<file path="config.mk">
export PLATFORM = sky130hd
export DESIGN_NAME = regfile_sb
export DESIGN_NICKNAME = d
export VERILOG_FILES = /design/src/rtl/regfile_pkg.sv /design/src/rtl/regfile_scoreboard.sv /design/src/rtl/regfile_sb.sv
export SDC_FILE = /design/constraint.sdc
export NUM_CORES = 1
export LEC_CHECK = 0
export ABC_AREA = 1
export CAP_MARGIN = 20
export CELL_PAD_IN_SITES_DETAIL_PLACEMENT = 1
export CELL_PAD_IN_SITES_GLOBAL_PLACEMENT = 1
export CORE_MARGIN = 2
export CORE_UTILIZATION = 47
export DETAILED_ROUTE_END_ITERATION = 6
export PLACE_DENSITY = 0.92
export SETUP_SLACK_MARGIN = 0.15
export SLEW_MARGIN = 10
export SYNTH_ARGS = -nofsm -noshare
export SYNTH_HDL_FRONTEND = slang
export SYNTH_SLANG_ARGS = --single-unit
</file>
<file path="constraint.sdc">
create_clock -name CLK -period 5.6 [get_ports CLK]
set_clock_uncertainty 0.1 [all_clocks]
set_input_delay 1.4 -clock CLK [delete_from_list [all_inputs] [get_ports CLK]]
set_output_delay 1.4 -clock CLK [all_outputs]
set_load 0.02 [all_outputs]
</file>
<file path="src/rtl/regfile_pkg.sv">
// Shared defaults and clear-engine state encoding for the regfile_sb register file.
package regfile_pkg;

    localparam int DEFAULT_DATA_W   = 32;
    localparam int DEFAULT_ADDR_W   = 5;
    localparam int DEFAULT_NUM_REGS = 16;

    localparam logic [0:0] ST_IDLE     = 1'b0;
    localparam logic [0:0] ST_CLEARING = 1'b1;

endpackage

</file>
<file path="src/rtl/regfile_scoreboard.sv">
// Per-register pending bits: decode reserves a destination, writeback releases it,
// and the clear engine wipes one entry per cycle.
module regfile_scoreboard
    import regfile_pkg::*;
#(
    parameter int NUM_REGS = DEFAULT_NUM_REGS,
    parameter int IDX_W    = $clog2(NUM_REGS)
) (
    input  logic             clk,
    input  logic             reset,
    input  logic             res_en,
    input  logic [IDX_W-1:0] res_idx,
    input  logic             rel_en,
    input  logic [IDX_W-1:0] rel_idx,
    input  logic             clr_en,
    input  logic [IDX_W-1:0] clr_idx,
    input  logic [IDX_W-1:0] look1_idx,
    input  logic [IDX_W-1:0] look2_idx,
    output logic             pend1,
    output logic             pend2
);

    logic [NUM_REGS-1:0] pending;

    // NOTE: non-blocking assignments; the later reserve overrides an earlier release of
    // the same bit in this cycle, so a newer producer keeps the register pending.
    always_ff @(posedge clk) begin
        if (reset) begin
            pending <= '0;
        end else if (clr_en) begin
            pending[clr_idx] <= 1'b0;
        end else begin
            if (rel_en) pending[rel_idx] <= 1'b0;
            if (res_en) pending[res_idx] <= 1'b1;
        end
    end

    assign pend1 = pending[look1_idx];
    assign pend2 = pending[look2_idx];

endmodule

</file>
<file path="src/rtl/regfile_sb.sv">
// Parametrised register file with scoreboard, write-to-read bypass and sequential clear.
// Define REGFILE_ZERO_REG_EN to hardwire register 0 to zero.
module regfile_sb
    import regfile_pkg::*;
#(
    parameter int DATA_W   = DEFAULT_DATA_W,
    parameter int ADDR_W   = DEFAULT_ADDR_W,
    parameter int NUM_REGS = DEFAULT_NUM_REGS
) (
    input  logic              CLK,
    input  logic              RESET,
    input  logic [ADDR_W-1:0] Raddr1,
    input  logic [ADDR_W-1:0] Raddr2,
    output logic [DATA_W-1:0] Read1,
    output logic [DATA_W-1:0] Read2,
    output logic              Rvalid1,
    output logic              Rvalid2,
    input  logic [ADDR_W-1:0] Waddr,
    input  logic [DATA_W-1:0] Writedata,
    input  logic              RegWr,
    input  logic [ADDR_W-1:0] Resaddr,
    input  logic              RegRes,
    input  logic              Clear,
    output logic              Busy,
    output logic              AddrErr
);

    localparam int                IDX_W = $clog2(NUM_REGS);
    localparam logic [ADDR_W:0]   LIMIT = (ADDR_W + 1)'(NUM_REGS);
    localparam logic [ADDR_W-1:0] LAST  = ADDR_W'(NUM_REGS - 1);
`ifdef REGFILE_ZERO_REG_EN
    localparam bit ZERO_REG = 1'b1;
`else
    localparam bit ZERO_REG = 1'b0;
`endif

    logic [0:0]        state;
    logic [ADDR_W-1:0] cnt;
    logic [DATA_W-1:0] regs [NUM_REGS];
    logic              idle;
    logic              wr_ok;
    logic              res_ok;
    logic              bad_addr;
    logic              pend1;
    logic              pend2;

    function automatic logic in_range(input logic [ADDR_W-1:0] a);
        return {1'b0, a} < LIMIT;
    endfunction

    function automatic logic is_zero_reg(input logic [ADDR_W-1:0] a);
        return ZERO_REG && (a == '0);
    endfunction

    // Returns {valid, data} for one read port.
    function automatic logic [DATA_W:0] read_port(
        input logic [ADDR_W-1:0] a,
        input logic [DATA_W-1:0] stored,
        input logic              pend,
        input logic              idle_now,
        input logic              wr,
        input logic [ADDR_W-1:0] wa,
        input logic [DATA_W-1:0] wd
    );
        // NOTE: every path assigns r before use, so no latch can be inferred.
        logic [DATA_W:0] r;
        r = {1'b1, {DATA_W{1'b0}}};
        if (!in_range(a) || is_zero_reg(a)) r = {1'b1, {DATA_W{1'b0}}};
        else if (idle_now && wr && wa == a) r = {1'b1, wd};
        else                                r = {!pend, stored};
        if (!idle_now) r[DATA_W] = 1'b0;
        return r;
    endfunction

    assign idle     = (state == ST_IDLE);
    assign Busy     = (state == ST_CLEARING);
    assign wr_ok    = idle && RegWr && in_range(Waddr) && !is_zero_reg(Waddr);
    assign res_ok   = idle && RegRes && in_range(Resaddr) && !is_zero_reg(Resaddr);
    assign bad_addr = idle && ((RegWr && !in_range(Waddr)) || (RegRes && !in_range(Resaddr)));

    always_comb begin
        {Rvalid1, Read1} = read_port(Raddr1, regs[Raddr1[IDX_W-1:0]], pend1,
                                     idle, RegWr, Waddr, Writedata);
        {Rvalid2, Read2} = read_port(Raddr2, regs[Raddr2[IDX_W-1:0]], pend2,
                                     idle, RegWr, Waddr, Writedata);
    end

    // NOTE: the array is reset deliberately: reset must leave every register reading zero,
    // so this stays in flops rather than a RAM macro.
    always_ff @(posedge CLK) begin
        if (RESET) begin
            for (int i = 0; i < NUM_REGS; i++) regs[i] <= '0;
        end else if (!idle) begin
            regs[cnt[IDX_W-1:0]] <= '0;
        end else if (wr_ok) begin
            regs[Waddr[IDX_W-1:0]] <= Writedata;
        end
    end

    always_ff @(posedge CLK) begin
        if (RESET) begin
            state <= ST_IDLE;
            cnt   <= '0;
        end else begin
            case (state)
                ST_IDLE: begin
                    if (Clear) begin
                        state <= ST_CLEARING;
                        cnt   <= '0;
                    end
                end
                ST_CLEARING: begin
                    cnt <= cnt + ADDR_W'(1);
                    if (cnt == LAST) state <= ST_IDLE;
                end
                default: state <= ST_IDLE;
            endcase
        end
    end

    always_ff @(posedge CLK) begin
        if (RESET)         AddrErr <= 1'b0;
        else if (bad_addr) AddrErr <= 1'b1;
    end

    regfile_scoreboard #(
        .NUM_REGS (NUM_REGS),
        .IDX_W    (IDX_W)
    ) u_scoreboard (
        .clk       (CLK),
        .reset     (RESET),
        .res_en    (res_ok),
        .res_idx   (Resaddr[IDX_W-1:0]),
        .rel_en    (wr_ok),
        .rel_idx   (Waddr[IDX_W-1:0]),
        .clr_en    (!idle),
        .clr_idx   (cnt[IDX_W-1:0]),
        .look1_idx (Raddr1[IDX_W-1:0]),
        .look2_idx (Raddr2[IDX_W-1:0]),
        .pend1     (pend1),
        .pend2     (pend2)
    );

endmodule

</file>
==> flow_summary.ini <==
[route]
via_per_inst = 6.795
drc_errors = 4
dr.pass1.iters = 7
vias = 32230
wl_mm = 133.9
drt_iter0_markers = 4910
wl_per_cell_um = 28.22
drtAntennaViolNets = 0

[synthesis]
synthTopCellsByArea = edfxtp_1 49%, nand3_1 15%, nand2_1 15%
synth.mux.area_fraction = 0
synth_fp_nets = 3964
synth_cells = 3902
avgSynthCellArea_um2 = 7.994
synth-edff-count = 512
synth-xor-area-share = 0
ys_types = 36
synthAdderAreaFrac = 0.002006
synthArstFlopShare = 0
yosysTopAreaCell = edfxtp_1
synth.most_common_cell = nand2_1
syn_area_um2 = 31190
yosys.area_share.simple = 0.3974
ys_seq_area_frac = 0.5077
synth_top_family_by_area = simple AND/OR/NAND/NOR gates
synth_top_area_frac = 0.4929
yosysWarningCount = 0
synth-main-ff-cell = edfxtp_1
synth_compound_area_frac = 0.03414
ys_ff_latch = 535
netlist_top_cells_count = 1241 x nand2_1, 935 x nand3_1, 512 x edfxtp_1, 337 x nor3_1, 260 x clkbuf_1

[pwr]
p_int_mw = 7.187
sw_frac_of_total = 0.2937
ir_drop_v = 0.0002285
pwr-share-comb = 0.157
p_clk_frac = 0.389
cellLeakagePower_nw = 12.53
power_density_nw_per_um2 = 288.9
netSwitchingPower_mw = 2.989
pwr-share-seq = 0.454

[clock_tree]
cts_tree = done
cts_hold_buf = 0
clk_pin_slew_ns = 0.06
cts_buffer_depth = 3
clk_latency_ns = 0.66
numCtsBuffers = 59
clockRootBuffer = clkbuf_16
post-cts-setup-buffers = 0
htree_levels = 2
cts.sinks = 535

[die]
initial_utilization = 0.4744
die_height_um = 261.6
die-area_um2 = 68440
fp-row-count = 94
core_area_um2 = 65750
die_w_um = 261.6
io_pins = 125

[place]
post-dp-hpwl_mm = 74.78
gp_congestion = 0.8934
portBuffers = 124
dp_cells = 4633
place_ws_ns = 0.1812

[setup_path]
path_buf_inv = 3
crit_type = in -> out
crit_slowest_cell = clkdlybuf4s50_1
worstPathMaxFanout = 22
slowest_delay_ns = 0.70
crit_family = buffers and inverters
worstPathArrival_ns = 3.84
end_kind = output port
cp-start-kind = input port
cp.required_ns = 4.10
cp_cell_sequence = clkdlybuf4s50_1 > nand2_1 > nand2_1 > nor2_1 > nand3_2 > buf_4 > o21ai_0 > a21oi_1 > clkdlybuf4s50_1

[status]
outcome = finished, violations left
violations = DRC

[run]
max-cap-violations = 0

[grt]
antenna_found_initial = 2
grt_usage = 0.3849
overflow = 0
grt_pass1_vias = 33320
grt_max_degree = 109
grt_pass1_wl_mm = 200.2

[timing]
rsz0062_at_grt = false
finalCriticalPeriod_ns = 5.335
setup_violations = 0
final_max_slew_viol_count = 0
finalSetupTns_ns = 0
slew_headroom = 0.3280
worst_slack_ns = 0.2650
tightest_slew_ns = 1.008
min_period_over_period = 0.9527
hold_violations = 0
fmax_mhz = 187.4

[final_layout]
seqCellArea_um2 = 15840
fin_util = 0.5358
nets = 3893
antenna_cells = 0
syn2layout_area_growth_pct = 12.94
drive_above_1_share = 0.08095
num-fill-cells = 7774
finalNonFillerCells = 4743
multi_input_comb_area_um2 = 13710

[hold_path]
min_path_type = reg -> reg
[metal layers]
layer / GRT usage / part of all wire / up-vias
li1: - / - / 13340
met1: 0.4699 / 0.35 / 15520
met2: 0.6198 / 0.46 / 2630
met3: 0.07919 / 0.12 / 738
met4: 0.2543 / 0.070 / 2
met5: 0 / 0.00013 / -
[state kept, by name, summed over array words and instances, names as in the netlist]
register              count
regs                    512
u_scoreboard.pending     16
cnt                       5
AddrErr                   1
Busy                      1
[power groups by stage]
stage / Clock (mW) / Sequential (mW) / Combinational [mW]
finish: 3.96 / 4.62 / 1.60
global route: 4.08 / 4.63 / 1.66
CTS: 3.93 / 4.61 / 1.54
detailed placement: 0 / 4.69 / 1.51
global placement: 0 / 4.68 / 1.47
floorplan: 0 / 4.68 / 0.863
[cell usage in the layout (no fill, tap or decap), types with 4 or more instances in the layout]
| cell | count |
|---|---|
| inv_1 | 32 |
| clkinv_2 | 11 |
| nand3_4 | 6 |
| clkdlybuf4s50_1 | 115 |
| dfxtp_1 | 23 |
| clkinv_1 | 6 |
| a22oi_1 | 6 |
| ha_1 | 5 |
| o21ai_0 | 76 |
| bufinv_16 | 5 |
| a21oi_1 | 82 |
| inv_2 | 4 |
| buf_12 | 33 |
| clkbuf_1 | 20 |
| nand3_1 | 933 |
| o21ai_4 | 15 |
| nor2_1 | 163 |
| nand2_1 | 1237 |
| edfxtp_1 | 512 |
| o211ai_1 | 7 |
| clkbuf_16 | 60 |
| nor3_1 | 337 |
| nand2_2 | 11 |
| nor3_2 | 50 |
| buf_4 | 88 |
| o31ai_1 | 4 |
[stage by stage]
stage | area, um^2 | total power [mW] | hold WS [ns]
after global routing | 35230 | 10.37 | 0.4414
after floorplan | 31190 | 5.543 | 0.3617
after CTS | 35200 | 10.09 | 0.4014
after global placement | 33320 | 6.141 | 0.3755
final | 35230 | 10.18 | 0.4047
after detailed placement | 33320 | 6.205 | 0.3925
[layout make-up]
cell class	count	share of cell area
Inverter	43	0.005292
Timing Repair Buffer	242	0.07193
Sequential cell	535	0.4495
Tap cell	864	0.03069
Clock buffer	81	0.04514
Clock inverter	28	0.008276
Multi-Input combinational cell	2950	0.3891
[logic make-up (layout without fill, tap and decap cells)]
family                   after synthesis  after routing
adder cells (fa/ha/maj)                5              5
AO/OA/AOI/OAI                        195            195
buffers and inverters                417            394
AND/OR/NAND/NOR                     2750           2750
flip-flops                           535            535
[worst min-delay path: cells and delay by family (launching register included)]
| kind | cells | cell delay (ns) |
|---|---|---|
| buffers and inverters | 1 | 0.06 |
| flip-flops | 1 | 0.30 |
| AO/OA/AOI/OAI | 1 | 0.09 |
[path summary, 6_finish.rpt]
| check | depth (start not counted) | startpoint | to | slack [ns] |
|---|---|---|---|---|
| worst max-delay path | 9 | Waddr[0] | Read2[1] | 0.26 |
| worst min-delay path | 2 | cnt[4] | cnt[4] | 0.40 |
| worst max register to register | 10 | Busy | regs[14][28] | 2.22 |
| worst min register to register | 2 | cnt[4] | cnt[4] | 0.40 |
[timing repair]
item / CTS / global route
endpoints found under the setup margin: 1 / 10
resized for setup: 1 / 2
pin swaps: 0 / 0
Power figures use the tool's default switching activity.
